`config.mk`:
```
export PLATFORM = sky130hd
export DESIGN_NAME = seq_stepper
export DESIGN_NICKNAME = d
export VERILOG_FILES = /design/src/rtl/seq_stepper.sv
export SDC_FILE = /design/constraint.sdc
export NUM_CORES = 1
export LEC_CHECK = 0
export ABC_AREA = 1
export CAP_MARGIN = 20
export CELL_PAD_IN_SITES_DETAIL_PLACEMENT = 1
export CELL_PAD_IN_SITES_GLOBAL_PLACEMENT = 1
export CORE_AREA = 2 2 44 46
export DETAILED_ROUTE_END_ITERATION = 8
export DIE_AREA = 0 0 46 48
export PLACE_DENSITY = 0.69
export SLEW_MARGIN = 20
export SYNTH_ARGS = -nofsm -noshare
export SYNTH_HDL_FRONTEND = slang
export SYNTH_SLANG_ARGS = --single-unit
```
`constraint.sdc`:
```
create_clock -name clk -period 1.8 [get_ports clk]
set_input_delay 0.18 -clock clk [delete_from_list [all_inputs] [get_ports clk]]
set_output_delay 0.18 -clock clk [all_outputs]
set_load 0.02 [all_outputs]
```
`src/rtl/seq_stepper.sv`:
```
// seq_stepper: registered up/down sequencer over a programmable cyclic table.
// Index, direction and wrap pulse are flops; the table value is a combinational
// lookup of the registered index. Supports wrap and bounce modes, a clamped
// synchronous index load, and an asynchronous active-high reset.
module seq_stepper #(
    parameter int                         STEPS      = 6,
    parameter int                         VAL_W      = 3,
    parameter logic [STEPS*VAL_W-1:0]     SEQ_VALUES = 18'o265333,
    localparam int                        IDX_W      = (STEPS > 1) ? $clog2(STEPS) : 1
) (
    input  logic             clk,
    input  logic             reset,
    input  logic             step,
    input  logic             down,
    input  logic             mode_bounce,
    input  logic             load,
    input  logic [IDX_W-1:0] load_idx,
    output logic [IDX_W-1:0] idx,
    output logic [VAL_W-1:0] value,
    output logic             dir,
    output logic             wrap
);

    // Table end points and the indices a bounce lands on after reversing.
    // With a single entry every move lands back on index 0.
    localparam logic [IDX_W-1:0] LAST_IDX  = IDX_W'(STEPS - 1);
    localparam logic [IDX_W-1:0] BOUNCE_HI = (STEPS > 1) ? IDX_W'(STEPS - 2) : '0;
    localparam logic [IDX_W-1:0] BOUNCE_LO = (STEPS > 1) ? IDX_W'(1) : '0;

    logic [IDX_W-1:0] idx_q, idx_d;
    logic             dir_q, dir_d;
    logic             wrap_q, wrap_d;

    logic             at_last;
    logic             at_first;

    assign at_last  = (idx_q == LAST_IDX);
    assign at_first = (idx_q == '0);

    // Next-state selection: load beats step, step beats hold.
    always_comb begin
        // NOTE: every output of this block gets a default first so no path leaves
        // a signal unassigned, which would otherwise infer a latch.
        idx_d  = idx_q;
        dir_d  = dir_q;
        wrap_d = 1'b0;

        if (load) begin
            // Clamp out-of-range codes so idx never holds an unreachable value.
            idx_d = (load_idx > LAST_IDX) ? LAST_IDX : load_idx;
        end else if (step) begin
            if (!mode_bounce) begin
                // Wrap mode: the direction input drives this move and is recorded.
                dir_d = down;
                if (!down) begin
                    if (at_last) begin
                        idx_d  = '0;
                        wrap_d = 1'b1;
                    end else begin
                        idx_d = idx_q + IDX_W'(1);
                    end
                end else begin
                    if (at_first) begin
                        idx_d  = LAST_IDX;
                        wrap_d = 1'b1;
                    end else begin
                        idx_d = idx_q - IDX_W'(1);
                    end
                end
            end else begin
                // Bounce mode: the stored direction decides; reverse at the ends.
                if (!dir_q) begin
                    if (at_last) begin
                        idx_d  = BOUNCE_HI;
                        dir_d  = 1'b1;
                        wrap_d = 1'b1;
                    end else begin
                        idx_d = idx_q + IDX_W'(1);
                    end
                end else begin
                    if (at_first) begin
                        idx_d  = BOUNCE_LO;
                        dir_d  = 1'b0;
                        wrap_d = 1'b1;
                    end else begin
                        idx_d = idx_q - IDX_W'(1);
                    end
                end
            end
        end
    end

    // State register with asynchronous active-high reset.
    always_ff @(posedge clk or posedge reset) begin
        // NOTE: sequential state uses non-blocking assignments so all flops update
        // together from values sampled at the same edge.
        if (reset) begin
            idx_q  <= '0;
            dir_q  <= 1'b0;
            wrap_q <= 1'b0;
        end else begin
            idx_q  <= idx_d;
            dir_q  <= dir_d;
            wrap_q <= wrap_d;
        end
    end

    // Table lookup of the registered index; no added latency.
    always_comb begin
        value = '0;
        for (int i = 0; i < STEPS; i++) begin
            if (idx_q == IDX_W'(i)) begin
                value = SEQ_VALUES[i*VAL_W +: VAL_W];
            end
        end
    end

    assign idx  = idx_q;
    assign dir  = dir_q;
    assign wrap = wrap_q;

endmodule

```
Word level (Yosys, flattened, before mapping)
Cells that the tools add are included.
{ "totals": {"register_bits": 5, "inputBits": 9, "out_inout_bits": 8, "elab_cells": 41} }
{ "classes": {"addsub": 2, "magnitude_cmp": 1, "n_eq_ne": 5, "n_mux": 26, "n_bitwise": 1, "n_reduce_logical": 3} }
{ "ops": {"columns": ["operator", "count"], "rows": [
  ["$mux 3", 15],
  ["$mux 1", 10],
  ["$eq 3x2->1 const B", 2],
  ["$eq 3x3->1 const B", 2],
  ["$add 3x1->3 const B", 1],
  ["$eq 3x1->1 const B", 1],
  ["$gt 3x3->1 const B", 1],
  ["$logic_not 3->1", 1],
  ["$sub 3x1->3 const B", 1],
  ["$mux 2", 1],
  ["$reduce_and 2->1", 1],
  ["$reduce_bool 2->1", 1],
  ["$not 1->1", 1]
]} }

Longest topological paths before layout
Gate-level depths: netlist of the first run.
{ "logic_depth": {"ltp_word": 7, "mapped_depth": 10, "mapped_depth_nobuf": 10} }

Worst setup path before layout of the first run
OpenSTA, ideal clock, no wires.
{ "synth_timing": {"path_kind": "reg2out", "from": "register idx_q[2] (netlist: idx[2])", "to": "output value[1]", "arrival_time_ns": 1.380, "t_required_ns": 1.620, "slack_ns": 0.240, "path_stages_with_launch": 4, "path_buffers": 0, "cell_sequence": "dfrtp_1 > inv_1 > ha_1 > o21ai_0"} }
{ "synth_via": {"elab_chain_len": 7, "word_cells_on_any_way": 12, "cone_classes": "5 x eq/ne; 6 x mux; 1 x reduce/logical"} }
{ "synth_rtl": {"columns": ["element", "line_no", "rtl"], "rows": [
  ["start: declaration", "30", "logic [IDX_W-1:0] idx_q, idx_d;"],
  ["start signal: assignment", "102", "idx_q <= idx_d;"],
  ["$logic_not 3->1", "112", "if (idx_q == IDX_W'(i)) begin"],
  ["$mux 2", "112", null],
  ["$mux 3 (4 in a row)", "112", null],
  ["$mux 3 *", "112", null],
  ["end: declaration", "19", "output logic [VAL_W-1:0] value,"]
]} }
Mark *: on every way between the ends. The rest lies on a longest branch, timed or not.

Worst setup path after layout of the first run
{ "layout_timing": {"from": "register idx_q[0] (netlist: idx[0])", "to": "output value[1]"} }
The elaborated chain is that of the path after synthesis.

==> results of run 1 <==
-- final cells by class --
class                   count  area (sq um)  area share, %
multi-input cells          55           253           38.9
flip-flops and latches      5           125           19.3
well taps                  17          21.3           3.28
inverters                  12          45.0           6.94
clock buffers               4          26.3           4.05
repair buffers             19           179           27.6
-- sequential cells by signal (all words and copies together) (netlist names) --
signal / count
wrap: 1
dir: 1
idx: 3
-- report_power, final --
group	leakage (nW)	internal, mW	switching [mW]	total, mW
clock	0.0150	0.0837	0.0446	0.128
combinational	0.276	0.112	0.154	0.266
sequential	0.0622	0.127	0.00912	0.136
total	0.354	0.323	0.208	0.531
-- metrics by stage --
step	instances	power [mW]	util (%)	hold slack [ns]	cell area (sq um)
floorplan	72	0.291	-	-0.0415	423
global placement	108	0.411	37.1	0.393	627
detailed placement	108	0.418	37.1	0.397	627
CTS	112	0.542	38.4	0.132	649
global route	112	0.583	38.4	0.148	649
finish	112	0.531	38.4	0.137	649
-- cells in the mapped netlist --
cell	n
nor2_1	6
o221ai_1	1
a31oi_1	1
a21oi_1	3
o21ai_0	2
nand2_1	28
nor3_1	1
o21ai_1	3
nand3_2	1
a22oi_1	1
ha_1	1
inv_2	1
nand3_1	7
inv_1	11
dfrtp_1	5
-- logic make-up (layout without fill, tap and decap cells) --
family                   after synthesis  in the layout  synth area share, %
AND/OR/NAND/NOR                       43             43                 42.0
AO/OA/AOI/OAI                         11             11                 14.8
adder cells (fa/ha/maj)                1              1                 2.96
buffers and inverters                 12             35                 10.7
flip-flops                             5              5                 29.6
-- layout by cell type (no fill, tap or decap), drive strengths merged --
master         count
a21oi              3
a22oi              1
a31oi              1
buf                3
clkbuf             4
clkdlybuf4s50     13
dfrtp              5
dlygate4sd2        3
ha                 1
inv               12
nand2             28
nand3              8
nor2               6
nor3               1
o21ai              5
o221ai             1
-- worst paths after layout --
| check | slack, ns | end | depth (start not counted) | start |
|---|---|---|---|---|
| worst max register to register | 0.44 | idx[2] | 10 | idx[0] |
| max in group asynchronous | 1.49 | idx[0] | 2 | reset |
| worst max-delay path | 0.13 | value[1] | 5 | idx[0] |
| worst min-delay path | 0.14 | idx[2] | 2 | reset |
| worst min register to register | 0.57 | dir | 2 | dir |
| min in group clk | 0.57 | dir | 2 | dir |
-- critical path, delay by kind of cell (launching register included) --
family,cells,cell delay (ns)
buffers and inverters,2,0.41
flip-flops,1,0.37
adder cells (fa/ha/maj),1,0.21
AO/OA/AOI/OAI,1,0.15
AND/OR/NAND/NOR,1,0.12
-- routing by layer --
metal  vias to the layer above  part of all wire (%)  GRT usage, %
met5                         -                     0             0
met4                         0                   1.7          7.43
met3                         2                   3.3          2.26
met2                         9                    47          22.2
met1                       233                    48          16.7
li1                        275                     -             -
==> results.md, run 1 <==
* Status: finished, final reports clean
* Antenna violations before repair at 0
* Initial DRC Count at 9
* Final WL at 1270 microns
* Worst slew pin tran at 0.246 ns
* Final Hold Fails at 0
* Pin count of the biggest net entering global routing at 8
* Max incr delay on CP at 0.37 ns
* Dpl ws at 0.0864 ns
* Mapped Cells at 72
* Startpoint class of the critical path: flop
* Synth top area cells: dfrtp_1 (30%), nand2_1 (25%), inv_1 (9.8%), nand3_1 (8.3%), nor2_1 (5.3%)
* Crit path DAT at 1.49 ns
* Yosys top cell by area: dfrtp_1
* Warnings from Yosys at 0
* Finish-stage setup viols at 0
* Synth cell types at 15
* Worst min-delay path class: in2async
* Post-route ant nets at 0
* # hold bufs at CTS at 0
* CTS tree: built
* DR WL/cell at 11.3 microns
* CTS buffer count at 3
* Clock slew at reported path FFs at 0.04 ns
* Fin crit period at 1.67 ns
* Initial Utilization at 25.0%
* CTS max path bufs at 2
* P per Cell Area at 817 nW/um^2
* Drt drc at 0
* IO Count at 17
* Yosys reg bits at 5
* CTS H-tree depth at 1
* Via count at 519
* Syn nets at 82
* First-pass GRT wire length at 2090 microns
* Total global routing overflow at 0
* N_diodes at 0
* # Post-CTS Setup Buffers at 0
* Setup slack of the critical path after layout at 0.133 ns
* Seq/Total Area, Yosys at 29.6%
* Synth top area share at 29.6%
* RSZ-0062 raised after global routing: no
* CP Class: reg2out
* Final Net Count at 106
* Chip height at 48 microns
* Clk_skew at 0.00323 ns
* Post-DP HPWL at 1080 microns
* TritonCTS sink count at 5
* Die width at 46 microns
* CP Data Required Time at 1.62 ns
* Max-slew headroom at 83.5%
* CP cell instances: nand2_1 -> inv_1 -> ha_1 -> o21ai_0 -> dlygate4sd2_1
* Setup crit end kind: output pin
* Root buffer cell: clkbuf_4
* Total track usage at 13.5%
* Pleak at 0.354 nW
* # resized after CTS at 3
* Post-Syn Area per Cell at 5.87 sq um
* Vias in the first global route at 502
* Post-DR vias/cell at 4.63
* Final Cycle Share at 92.6%
* Final TNS setup at 0 ns
* P&R area growth vs syn at 53.6%
* Layout cells sized above 1 at 8.42%
* PortBufs at 16
* Placeable Area at 1690 sq um
* Worst-Skew Late Latency at 0.24 ns
* Die Area at 2210 sq um
* Num rows at 15
* Largest fanout on the critical path at 4
* Synthesized cell area at 423 sq um
* # fillers at 229
* Max cap viols at 0
* Slowest cell on crit path: dfrtp_1
* FMAX at 600 MHz
* DRT Pass-1 Iters at 4
* Placer congestion estimate at 0.770
* Max Slew Vio Count at 0
* VDD IR-drop max at 397 uV
Power figures use the tool's default switching activity.
==> run 2, diff against run 1 <==
--- a/config.mk
+++ b/config.mk
@@ -10,8 +10,10 @@
 export CELL_PAD_IN_SITES_DETAIL_PLACEMENT = 1
 export CELL_PAD_IN_SITES_GLOBAL_PLACEMENT = 1
 export CORE_AREA = 2 2 44 46
+export CTS_CLUSTER_DIAMETER = 30
 export DETAILED_ROUTE_END_ITERATION = 8
 export DIE_AREA = 0 0 46 48
+export GPL_ROUTABILITY_DRIVEN = 0
 export PLACE_DENSITY = 0.69
 export SLEW_MARGIN = 20
 export SYNTH_ARGS = -nofsm -noshare
==> results of run 2 <==
Final layout, timing and power as in run 1 (identical DEF).
==> run 3, diff against run 2 <==
--- a/config.mk
+++ b/config.mk
@@ -11,6 +11,7 @@
 export CELL_PAD_IN_SITES_GLOBAL_PLACEMENT = 1
 export CORE_AREA = 2 2 44 46
 export CTS_CLUSTER_DIAMETER = 30
+export CTS_CLUSTER_SIZE = 40
 export DETAILED_ROUTE_END_ITERATION = 8
 export DIE_AREA = 0 0 46 48
 export GPL_ROUTABILITY_DRIVEN = 0
==> results of run 3 <==
Final layout, timing and power as in run 1 (identical DEF).
